--- src/rtl/seq_mul_div.sv ---
// Iterative MUL / DIVU / REMU unit feeding the reg_file write port.
// Shift-add multiply and restoring divide, one bit per cycle over WIDTH cycles.
module seq_mul_div #(
  parameter int WIDTH  = 32,
  parameter int ADDR_W = 3
) (
  input  logic              clk,
  input  logic              reset,
  input  logic              start,
  input  logic [1:0]        op,
  input  logic [WIDTH-1:0]  operand_a,
  input  logic [WIDTH-1:0]  operand_b,
  input  logic [ADDR_W-1:0] dest_reg,
  output logic              busy,
  output logic              done,
  output logic [ADDR_W-1:0] write_reg,
  output logic [WIDTH-1:0]  write_data,
  output logic              RegWrite
);

  localparam int CW = $clog2(WIDTH) + 1;

  typedef enum logic [1:0] {IDLE, RUN, DONE} state_t;
  typedef enum logic [1:0] {OP_MUL = 2'b00, OP_DIVU = 2'b01, OP_REMU = 2'b10} op_t;

  state_t              state_q, state_d;
  op_t                 op_q, op_d, op_dec;
  logic [WIDTH-1:0]    a_q, a_d, b_q, b_d, acc_q, acc_d;
  logic [CW-1:0]       cnt_q, cnt_d;
  logic [ADDR_W-1:0]   dest_q, dest_d, wreg_q, wreg_d;
  logic [WIDTH-1:0]    wdata_q, wdata_d;
  logic [WIDTH-1:0]    mul_acc;
  logic [WIDTH:0]      rem_shift;
  logic                rem_ge;
  logic [WIDTH:0]      rem_sub;

  always_comb begin
    unique case (op)
      2'b01:   op_dec = OP_DIVU;
      2'b10:   op_dec = OP_REMU;
      default: op_dec = OP_MUL;
    endcase
  end

  // a_q doubles as multiplicand (shifting left) and dividend/quotient shift register;
  // acc_q is the product accumulator or the partial remainder.
  always_comb begin
    mul_acc   = acc_q + (b_q[0] ? a_q : '0);
    rem_shift = {acc_q, a_q[WIDTH-1]};
    rem_ge    = rem_shift >= {1'b0, b_q};
    rem_sub   = rem_shift - {1'b0, b_q};
  end

  always_comb begin
    state_d = state_q;
    op_d    = op_q;
    a_d     = a_q;
    b_d     = b_q;
    acc_d   = acc_q;
    cnt_d   = cnt_q;
    dest_d  = dest_q;
    wreg_d  = wreg_q;
    wdata_d = wdata_q;
    unique case (state_q)
      IDLE: begin
        if (start) begin
          op_d   = op_dec;
          a_d    = operand_a;
          b_d    = operand_b;
          acc_d  = '0;
          cnt_d  = '0;
          dest_d = dest_reg;
          if (op_dec != OP_MUL && operand_b == '0) begin
            state_d = DONE;
            wreg_d  = dest_reg;
            wdata_d = (op_dec == OP_REMU) ? operand_a : '1;
          end else begin
            state_d = RUN;
          end
        end
      end
      RUN: begin
        cnt_d = cnt_q + 1'b1;
        if (op_q == OP_MUL) begin
          acc_d = mul_acc;
          a_d   = a_q << 1;
          b_d   = b_q >> 1;
        end else begin
          acc_d = rem_ge ? rem_sub[WIDTH-1:0] : rem_shift[WIDTH-1:0];
          a_d   = {a_q[WIDTH-2:0], rem_ge};
        end
        if (cnt_d == CW'(WIDTH)) begin
          state_d = DONE;
          wreg_d  = dest_q;
          wdata_d = (op_q == OP_DIVU) ? a_d : acc_d;
        end
      end
      DONE:    state_d = IDLE;
      default: state_d = IDLE;
    endcase
  end

  always_ff @(posedge clk) begin
    if (reset) begin
      state_q <= IDLE;
      op_q    <= OP_MUL;
      a_q     <= '0;
      b_q     <= '0;
      acc_q   <= '0;
      cnt_q   <= '0;
      dest_q  <= '0;
      wreg_q  <= '0;
      wdata_q <= '0;
    end else begin
      state_q <= state_d;
      op_q    <= op_d;
      a_q     <= a_d;
      b_q     <= b_d;
      acc_q   <= acc_d;
      cnt_q   <= cnt_d;
      dest_q  <= dest_d;
      wreg_q  <= wreg_d;
      wdata_q <= wdata_d;
    end
  end

  assign busy       = (state_q != IDLE);
  assign done       = (state_q == DONE);
  assign RegWrite   = done;
  assign write_reg  = wreg_q;
  assign write_data = wdata_q;

endmodule
--- config.mk ---
export PLATFORM = sky130hd
export DESIGN_NAME = seq_mul_div
export DESIGN_NICKNAME = d
export VERILOG_FILES = /design/src/rtl/seq_mul_div.sv
export SDC_FILE = /design/constraint.sdc
export NUM_CORES = 1
export LEC_CHECK = 0
export ABC_AREA = 0
export BUFFER_PORTS_ARGS = -buffer_cell sky130_fd_sc_hd__buf_2
export CAP_MARGIN = 20
export CORE_ASPECT_RATIO = 0.6
export CORE_UTILIZATION = 35
export CTS_CLUSTER_SIZE = 20
export DETAILED_ROUTE_END_ITERATION = 16
export PLACE_DENSITY_LB_ADDON = 0.15
export SLEW_MARGIN = 20
export SYNTH_ARGS = -nofsm -noshare
export SYNTH_HDL_FRONTEND = slang
export SYNTH_SLANG_ARGS = --single-unit
--- constraint.sdc ---
create_clock -name clk -period 4.4 [get_ports clk]
set_clock_uncertainty 0.05 [all_clocks]
set_input_delay 0.88 -clock clk [delete_from_list [all_inputs] [get_ports clk]]
set_output_delay 0.88 -clock clk [all_outputs]
set_load 0.03 [all_outputs]
==> run metrics <==
Max Buffers Root-to-Sink=2; Main synth FF type=dfxtp_1; Post-route DRC=0; Post-synth EDFFs=0; Max VDD drop=between 0.2 and 0.3 mV; Core ar.=30410 um2; H-tree levels=4; CTS resizes=0; largest net degree at the start of global routing=between 60 and 70; via count=11590; starting density of the core=0.3616; fin crit share=0.8682; # rows=49; relative slew slack=0.2095; Via density=5.825; slowest stage delay, CP=560 ps; postcts setup bufs=0; HPWL after detailed placement=~32 mm; ant diodes=0; initial antenna violation count=1; area of all sequential standard cells=2883 um2; critical path fanouts, max=21; count of pins over their slew limit=0; Pleak=0.005200 uW; # fillers=3275; drt pass-1 iters=7; top cells by area, synth=dfxtp_1 26%, ha_1 7.7%, nand2_1 6.3%, nor2_1 6.1%, o21ai_0 5.4%; later-pin clock latency in the skew report=460 ps; Routed Antenna Nets=0; layout cell share with drive strength beyond 1=0.1290; Worst setup EP type=flip-flop; fin nets=1710; Syn Area/Cell=7.277 um2; Die W=~230 um; TNS Setup=0 ps; per-cell routed wire length=~21 um; fraction of registers with async set/reset=0; Post-Synthesis Cells=1511; Top-Level Pins=110; cell area after synthesis=~11000 um2; Yosys Warn Count=0; Overflow after GRT=0; CP top delay family=compound AO/OA/AOI/OAI gates; Final Wtd Congestion=0.9721; Initial DRC Count=1115; Worst Setup Start Kind=flip-flop; worst slew pin tran=roughly 1200 ps; CP Buf/Inv Count=2; Peak Freq=261.8 MHz; Final Critical Period=approximately 3800 ps; die area=between 30000 and 40000 um2; Port Buffer Count=109; final count of hold timing violations=0; Core Util, Final=0.4096; Max Cap Violations=0; Req. time, crit path=4680 ps; vias in the first global route=between 10000 and 15000; Arrival @ worst endpoint=4110 ps; most common cell after layout, fill and taps aside=nand2_1; fin area=12450 um2; Routed WL=41.05 mm; CTS Hold Bufs=0; TritonCTS clock tree=yes; final number of setup-violating endpoints=0; Syn Nets=1653; top cell type's share of synthesized area=0.2622; Die H=139.3 um; FF+latch count, synth=~140; worst min path class=reg -> reg; WS Path Type=reg -> reg; pwr/cell area=between 300 and 400 nW/um2; global-route wire length before repair=63.66 mm; area grow syn2layout=13.27%; RSZ-0062 raised after global routing=false; multi-input logic area=approximately 7500 um2; number of CTS-inserted buffers=17; Netlist cell types=between 80 and 90; Worst-path clk slew=70 ps; GRT Util Overall=0.2571; status=finished, final reports clean; area leader, netlist=dfxtp_1; sequential area share after synthesis=0.2622; root buffer cell=clkbuf_16; cells along the critical path=buf_4 > and2_1 > ha_1 > a21oi_1 > o21ai_0 > a221oi_1 > o41ai_2 > buf_4 > a21oi_1 > mux2_1 > o221ai_1 > a22oi_1; CP max stage cell=dfxtp_1; CTS sink count=144; Placement Cell Area=about 12000 um2; commonest cells after routing, fill and taps aside=186 x nand2_1, 176 x nor2_1, 144 x dfxtp_1, 118 x o21ai_0, 109 x buf_2; Tot Pwr=4499 uW
synthesized netlist by cell type (all sizes together) (10+ instances only):
library cell	count
a221oi	19
clkbuf	80
buf	21
a211oi	28
nand2b	14
o21ai	125
a21oi	104
dfxtp	144
ha	68
a22o	12
nand3	32
xnor2	36
nor2	180
o211ai	18
xor2	18
a21o	23
inv	62
and2	42
a31oi	28
and3	13
nor2b	10
o21bai	10
nor4	12
a311oi	40
or3	10
nor3	50
nand4	15
nand2	188
mux2i	15
tightest hold or removal path, stage by stage (launching register included):
cell     delay, ps
dfxtp_1        310
nand2_1         50
a21oi_1         50
report_power, final:
part / switching (uW) / internal, uW
clock network: 652 / 836
logic: 962 / 505
registers: 119 / 1420
total: 1730 / 2770
final timing paths:
check	slack (ps)	depth (start not counted)	to	startpoint
setup / recovery	580	12	write_data[30]	b_q[0]
hold / removal	410	2	dest_q[2]	dest_q[2]
setup reg to reg	580	12	write_data[30]	b_q[0]
hold reg to reg	410	2	dest_q[2]	dest_q[2]
metrics by stage:
| stage | worst slack (ps) | hold WS (ps) | std cells |
|---|---|---|---|
| 3_5_place_dp | 718.4 | 399.8 | 1957 |
| 3_3_place_gp | 716.7 | 399.3 | 1957 |
| 5_1_grt | 423.8 | 441.5 | 1989 |
| 4_1_cts | 681.0 | 409.9 | 1989 |
| 6_report | 579.9 | 408.7 | 1989 |
| 2_1_floorplan | 1316 | 386.6 | 1511 |
cell families (layout without fill, tap and decap cells):
family,count (synthesis),in the layout,synth area share
adder cells (fa/ha/maj),70,70,0.08102
AND/OR/NAND/NOR,583,583,0.2435
XOR/XNOR,54,54,0.04301
AO/OA/AOI/OAI,479,479,0.2928
buffers and inverters,163,233,0.06042
flip-flops,144,144,0.2622
multiplexers,18,18,0.01707
metal layers:
layer	wire [um]	global-route usage	up-vias
li1	-	-	5611
met1	21060	0.3959	5548
met2	17010	0.3676	400
met3	2594	0.04180	27
met4	393	0.05542	0
met5	0	0	-
area by class of cell:
type                            instances  area share
Clock buffer                           20     0.03506
Clock inverter                         12     0.01105
Inverter                               62     0.01869
Multi-Input combinational cell       1204      0.6009
Sequential cell                       144      0.2315
Tap cell                              408     0.04099
Timing Repair Buffer                  139     0.06188
(Power assumes the default switching activity.)
